File: src/rtl/rv32i_types_pkg.sv
// Shared vector types: mask-op enum, mask sequencer state encoding and constants.
package rv32i_types_pkg;

  typedef enum logic [2:0] {
    VMASK_AND   = 3'd0,
    VMASK_OR    = 3'd1,
    VMASK_XOR   = 3'd2,
    VMASK_NAND  = 3'd3,
    VMASK_POPC  = 3'd4,
    VMASK_FIRST = 3'd5,
    VMASK_IOTA  = 3'd6,
    VMASK_ID    = 3'd7
  } vmask_op_t;

  typedef enum logic [1:0] {
    MS_IDLE  = 2'd0,
    MS_FETCH = 2'd1,
    MS_ELEM  = 2'd2,
    MS_DONE  = 2'd3
  } mask_seq_state_t;

  localparam logic [31:0] VMASK_NONE_FOUND = 32'hFFFF_FFFF;

  // Ops that need the multi-word sequencer.
  function automatic logic vmask_seq_op(input vmask_op_t op);
    return (op == VMASK_POPC) || (op == VMASK_FIRST) ||
           (op == VMASK_IOTA) || (op == VMASK_ID);
  endfunction

endpackage

File: src/rtl/mask_word_scan.sv
// Combinational scan of one 32-bit mask word: popcount, lowest set bit, any set.
module mask_word_scan (
  input  logic [31:0] eff,
  output logic [5:0]  popcount,
  output logic [4:0]  lowest_set,
  output logic        any
);

  always_comb begin
    popcount   = '0;
    lowest_set = '0;
    any        = |eff;
    for (int i = 0; i < 32; i++) begin
      popcount = popcount + 6'(eff[i]);
    end
    // Descending walk so the lowest set bit is the last one written.
    for (int i = 31; i >= 0; i--) begin
      if (eff[i]) lowest_set = 5'(i);
    end
  end

endmodule

File: src/rtl/mask_seq_ctrl.sv
// Multi-word sequencer for vcpop/vfirst/viota/vid in the vector mask unit.
// Build option: MASK_SEQ_FIRST_EARLY_EXIT_EN stops FIRST at the first word with a hit.
module mask_seq_ctrl
  import rv32i_types_pkg::*;
#(
  parameter int unsigned MAX_VL = 512,
  parameter int unsigned VLW    = $clog2(MAX_VL) + 1,
  parameter int unsigned WIW    = $clog2(MAX_VL / 32)
) (
  input  logic            CLK,
  input  logic            nRST,
  input  logic            start,
  input  vmask_op_t       op,
  input  logic [VLW-1:0]  vl,
  input  logic            vm,
  input  logic            flush,
  output logic            busy,
  output logic            word_req,
  output logic [WIW-1:0]  word_idx,
  input  logic            word_valid,
  input  logic [31:0]     vs2_word,
  input  logic [31:0]     v0_word,
  output logic            out_valid,
  input  logic            out_ready,
  output logic [VLW-1:0]  out_idx,
  output logic [31:0]     offset,
  output logic [31:0]     iota_res,
  output logic            out_we,
  output logic            done,
  output logic [31:0]     scalar_result
);

  mask_seq_state_t state;
  vmask_op_t       op_q;
  logic            vm_q;
  logic [VLW-1:0]  vl_q;
  logic [VLW-1:0]  count;
  logic [VLW-1:0]  result;
  logic            found;
  logic [31:0]     vs2_q;
  logic [31:0]     v0_q;

  logic [VLW-1:0]  base;
  logic [VLW-1:0]  rem;
  logic [31:0]     tail;
  logic [31:0]     eff;
  logic [5:0]      scan_pop;
  logic [4:0]      scan_low;
  logic            scan_any;
  logic            last_word;
  logic            first_hit;
  logic            found_n;
  logic [VLW-1:0]  result_n;
  logic [VLW-1:0]  count_pop;
  logic [31:0]     first_scalar;
  logic            scan_stop;
  logic [4:0]      b;
  logic            elem_bit;
  logic [VLW-1:0]  idx_n;

  // Word-level datapath: tail-masked, v0-gated word and its scan.
  assign base      = VLW'({word_idx, 5'b0});
  assign rem       = vl_q - base;
  assign tail      = (rem >= VLW'(32)) ? 32'hFFFF_FFFF : ((32'd1 << rem) - 32'd1);
  assign eff       = vs2_word & (vm_q ? 32'hFFFF_FFFF : v0_word) & tail;
  assign last_word = (word_idx == WIW'((vl_q - VLW'(1)) >> 5));

  mask_word_scan u_scan (
    .eff        (eff),
    .popcount   (scan_pop),
    .lowest_set (scan_low),
    .any        (scan_any)
  );

  assign first_hit    = (op_q == VMASK_FIRST) && !found && scan_any;
  assign found_n      = found | first_hit;
  assign result_n     = first_hit ? (base + VLW'(scan_low)) : result;
  assign count_pop    = count + VLW'(scan_pop);
  assign first_scalar = found_n ? 32'(result_n) : VMASK_NONE_FOUND;

`ifdef MASK_SEQ_FIRST_EARLY_EXIT_EN
  assign scan_stop = last_word || ((op_q == VMASK_FIRST) && found_n);
`else
  assign scan_stop = last_word;
`endif

  // Element-level datapath for IOTA/ID streaming.
  assign b        = out_idx[4:0];
  assign elem_bit = vs2_q[b] & (vm_q | v0_q[b]);
  assign idx_n    = out_idx + VLW'(1);

  // Handshake outputs decode straight from the state register.
  assign busy      = (state != MS_IDLE);
  assign word_req  = (state == MS_FETCH);
  assign out_valid = (state == MS_ELEM);
  assign done      = (state == MS_DONE);
  assign offset    = 32'(out_idx);
  assign iota_res  = 32'(count);
  assign out_we    = (state == MS_ELEM) & (vm_q | v0_q[b]);

  always_ff @(posedge CLK or negedge nRST) begin
    if (!nRST) begin
      state         <= MS_IDLE;
      op_q          <= VMASK_POPC;
      vm_q          <= 1'b0;
      vl_q          <= '0;
      word_idx      <= '0;
      out_idx       <= '0;
      count         <= '0;
      result        <= '0;
      found         <= 1'b0;
      vs2_q         <= '0;
      v0_q          <= '0;
      scalar_result <= '0;
    end else if (flush) begin
      state <= MS_IDLE;
    end else begin
      case (state)
        MS_IDLE: begin
          if (start) begin
            op_q     <= op;
            vm_q     <= vm;
            vl_q     <= vl;
            word_idx <= '0;
            out_idx  <= '0;
            count    <= '0;
            result   <= '0;
            found    <= 1'b0;
            if ((vl == '0) || !vmask_seq_op(op)) begin
              state         <= MS_DONE;
              scalar_result <= (op == VMASK_POPC) ? 32'd0 : VMASK_NONE_FOUND;
            end else begin
              state <= MS_FETCH;
            end
          end
        end
        MS_FETCH: begin
          if (word_valid) begin
            vs2_q <= vs2_word;
            v0_q  <= v0_word;
            if ((op_q == VMASK_POPC) || (op_q == VMASK_FIRST)) begin
              if (op_q == VMASK_POPC) count <= count_pop;
              found  <= found_n;
              result <= result_n;
              if (scan_stop) begin
                state         <= MS_DONE;
                scalar_result <= (op_q == VMASK_POPC) ? 32'(count_pop) : first_scalar;
              end else begin
                word_idx <= word_idx + WIW'(1);
              end
            end else begin
              state <= MS_ELEM;
            end
          end
        end
        MS_ELEM: begin
          if (out_ready) begin
            count   <= count + VLW'(elem_bit);
            out_idx <= idx_n;
            if (idx_n == vl_q) begin
              state         <= MS_DONE;
              scalar_result <= 32'd0;
            end else if (b == 5'd31) begin
              state    <= MS_FETCH;
              word_idx <= word_idx + WIW'(1);
            end
          end
        end
        MS_DONE: state <= MS_IDLE;
        default: state <= MS_IDLE;
      endcase
    end
  end

endmodule

File: config.mk
export PLATFORM = sky130hd
export DESIGN_NAME = mask_seq_ctrl
export DESIGN_NICKNAME = d
export VERILOG_FILES = /design/src/rtl/rv32i_types_pkg.sv /design/src/rtl/mask_word_scan.sv /design/src/rtl/mask_seq_ctrl.sv
export SDC_FILE = /design/constraint.sdc
export NUM_CORES = 1
export LEC_CHECK = 0
export CORE_ASPECT_RATIO = 0.75
export CORE_MARGIN = 3
export CORE_UTILIZATION = 35
export CTS_BUF_LIST = sky130_fd_sc_hd__clkbuf_16
export CTS_CLUSTER_DIAMETER = 60
export DETAILED_ROUTE_END_ITERATION = 7
export HOLD_SLACK_MARGIN = 0.02
export SETUP_SLACK_MARGIN = 0.02
export SYNTH_ARGS = -nofsm -noshare
export SYNTH_HDL_FRONTEND = slang
export SYNTH_HIERARCHICAL = 1
export SYNTH_SLANG_ARGS = --single-unit
File: constraint.sdc
create_clock -name CLK -period 11.7 [get_ports CLK]
set_input_delay 3.51 -clock CLK [delete_from_list [all_inputs] [get_ports CLK]]
set_output_delay 3.51 -clock CLK [all_outputs]
set_load 0.01 [all_outputs]
==> qor.csv <==
stage,metric,value,unit
outcome,status,completed,
synth,netlist_cell_types,78,
cells_and_area,layout-drive-gt1-share,14.8,%
sta,rsz0062_at_grt,no,
synth,postSynthCellCount,1014,
clock_tree,cts_root_buf,sky130_fd_sc_hd__clkbuf_16,
placed_design,dpl-instance-area,11200,µm²
sta,timing.max_slew.rel_slack,27.0,%
placed_design,globalplace.congestion,0.943,
clock_tree,worst_skew_pair.late_latency,430,ps
synth,synth.largest_area_cell,sky130_fd_sc_hd__dfrtp_1,
floorplanning,floorplan.die_area,29900,µm²
synth,ys_seq_elements,126,
detailed_routing,ant_nets,0,
sta,worst_clock_skew,5.23,ps
cells_and_area,syn2layout_area_growth,20.5,%
placed_design,port_buffer_count,154,
grt,grt_overflow,0,
worst_setup_path,worstSetupEndpointType,flop,
synth,synthesis.area_per_instance,9.61,µm²
synth,synthDominantCellAreaShare,32.1,%
grt,antenna_violations_before_repair,0,
clock_tree,cts_max_level,4,
clock_tree,maximum_clock_insertion_buffer_count,2,
job,timing.max_cap.violations,0,
sta,timing.final.hold_violations,0,
sta,clock.fmax,99.1,MHz
sta,setup_ws,1610,ps
worst_setup_path,rr_worst_depth,40,
detailed_routing,post_drt_via_cell_ratio,5.42,
floorplanning,rows,52,
grt,grt.total_usage,19.2,%
synth,synth.cell_area,9750,µm²
cells_and_area,design_area,11700,µm²
sta,finalMaxSlewViolations,0,
placed_design,dp_worst_setup_slack,1180,ps
grt,grt_first_pass_wirelength,44400,µm
floorplanning,fp.coreArea,27200,µm²
synth,synth_flop_type,sky130_fd_sc_hd__dfrtp_1,
cells_and_area,mostFrequentLayoutCells,"153 x sky130_fd_sc_hd__clkdlybuf4s50_1, 125 x sky130_fd_sc_hd__dfrtp_1, 81 x sky130_fd_sc_hd__o21ai_0",
worst_setup_path,arrival,10410,ps
detailed_routing,drt_first_iter_violations,643,
cells_and_area,instances_no_fill,1476,
synth,synth.yosys.seq_area_share,32.4,%
hold_path,hold_class,reg2reg,
worst_setup_path,timing.critical_path.fanout_max,7,
detailed_routing,totalWireLength,28300,µm
grt,via_count_of_the_first_global_routing_pass,7781,
sta,worst_pin_slew,1090,ps
sta,fin_setup_tns,0,ps
cells_and_area,layout_commonest_cell,sky130_fd_sc_hd__clkdlybuf4s50_1,
floorplanning,floorplan.die.height,151,µm
worst_setup_path,critPathRequiredTime,12020,ps
hold_path,min_delay_path_depth,1,
detailed_routing,vias_after_detailed_routing,8005,
synth,yosysWarningCount,6,
clock_tree,cts.sinks,126,
placed_design,place.detailed.hpwl,21600,µm
detailed_routing,detail_route.drc_violations,0,
sta,period_share,86.2,%
floorplanning,die_w,199,µm
floorplanning,io-pin-count,199,
synth,edff_count_synth,0,
worst_setup_path,critPathKind,in2reg,
cells_and_area,nNetsFinal,1251,
clock_tree,ctsHoldBuffers,0,
clock_tree,cts-buffers-inserted,17,
sta,setup_viol,0,
synth,asyncSetResetFlopFracSynth,100,%
cells_and_area,diodes,0,
detailed_routing,wl_per_cell,19.2,µm
detailed_routing,number_of_optimization_iterations_in_the_first_detailed_route_pass,5,
clock_tree,clock_tree_from_tritoncts,yes,
sta,min_clock_period_post_route,10090,ps
clock_tree,post-cts-setup-buffers,0,
worst_setup_path,critical_path.startpoint_type,input pin,
clock_tree,cts.clk_slew.worst_paths,60,ps
synth,synth.area.top_cells,"sky130_fd_sc_hd__dfrtp_1 32%, sky130_fd_sc_hd__mux2_2 9.1%, sky130_fd_sc_hd__buf_4 5.8%",
floorplanning,initial_core_util,35.8,%
grt,grt_max_degree,65,
placed_design,placed_cells,1445,
clock_tree,post_cts_resize_count,0,
-- final timing paths --
kind,startpoint,to,slack (ps)
worst max-delay path,vs2_word[23],scalar_result[9],1610
worst min-delay path,vs2_q[26],vs2_q[26],500
worst max register to register,word_idx[0],scalar_result[9],1770
worst min register to register,vs2_q[26],vs2_q[26],500
max in group asynchronous,nRST,vs2_q[5],7210
min in group asynchronous,nRST,count[0],3180
-- per-stage QoR --
step | hold slack (ps) | util, %
6_report | 499 | 43.2
5_1_grt | 507 | 43.2
4_1_cts | 496 | 43.2
3_5_place_dp | 480 | 41.1
3_3_place_gp | 479 | 41.1
2_1_floorplan | 454 | -
-- cell usage after synthesis, drive strengths merged, types with 7 or more instances --
cell type,number
fa,26
a22o,19
nor2,53
mux4,20
nand2,68
dfrtp,125
o21ai,82
nor2b,11
xnor2,20
nand2b,7
a31oi,13
buf,85
mux2i,14
xor2,11
nand4,7
a21o,9
ha,28
mux2,89
nand3,23
clkbuf,43
inv,58
a21oi,57
nor4,12
nor3,22
-- worst max-delay path, stage by stage --
cell,delay [ps]
sky130_fd_sc_hd__clkdlybuf4s50_1,480
sky130_fd_sc_hd__o21ai_0,160
sky130_fd_sc_hd__a21oi_1,310
sky130_fd_sc_hd__inv_1,110
sky130_fd_sc_hd__fa_1,510
sky130_fd_sc_hd__fa_1,510
sky130_fd_sc_hd__inv_1,50
sky130_fd_sc_hd__fa_1,470
sky130_fd_sc_hd__inv_1,50
sky130_fd_sc_hd__fa_1,470
sky130_fd_sc_hd__fa_1,510
sky130_fd_sc_hd__fa_1,400
sky130_fd_sc_hd__inv_1,70
sky130_fd_sc_hd__ha_1,160
sky130_fd_sc_hd__inv_1,60
sky130_fd_sc_hd__fa_1,450
sky130_fd_sc_hd__inv_1,70
sky130_fd_sc_hd__a21o_1,100
sky130_fd_sc_hd__a21oi_1,70
sky130_fd_sc_hd__xnor2_1,130
sky130_fd_sc_hd__ha_1,340
sky130_fd_sc_hd__nand4_1,90
sky130_fd_sc_hd__o21ai_0,80
sky130_fd_sc_hd__a41oi_1,500
sky130_fd_sc_hd__nor3_1,110
sky130_fd_sc_hd__o31ai_1,240
sky130_fd_sc_hd__nand2_1,80
sky130_fd_sc_hd__mux2_4,270
-- layer usage --
metal	part of all wire, %	wire length [µm]	vias up	track usage, %
li1	-	-	3743	-
met1	49	13900	3976	28.8
met2	44	12400	262	28.4
met3	6.2	1750	24	3.89
met4	1.1	311	0	4.92
met5	0	0	-	0
-- flip-flops by register name, indices dropped and copies added, names as in the netlist --
signal         count
found              1
count             10
vm_q               1
scalar_result     11
out_idx           10
vs2_q             32
result            10
vl_q              10
v0_q              32
word_idx           4
op_q               3
state              2
-- cell families (layout without fill, tap and decap cells) --
kind of cell	after synthesis	after routing	synth area share, %
XOR/XNOR	31	31	2.79
multiplexers	123	123	16.7
buffers and inverters	187	255	10.3
adder cells (fa/ha/maj)	54	54	8.94
other	1	44	0.0385
AO/OA/AOI/OAI	248	248	16.4
AND/OR/NAND/NOR	244	244	12.4
flip-flops	126	126	32.4
-- cell type report --
type | count | area, µm²
fillers | 2646 | 15500
multi-input cells | 744 | 5750
flip-flops and latches | 126 | 3150
repair buffers | 165 | 1620
well taps | 351 | 439
clock buffers | 17 | 425
inverters | 59 | 221
clock inverters | 14 | 128
Power is left out: the tool's default activity adds up to more than one toggle a clock period on the data nets, which glitch-free logic cannot reach.
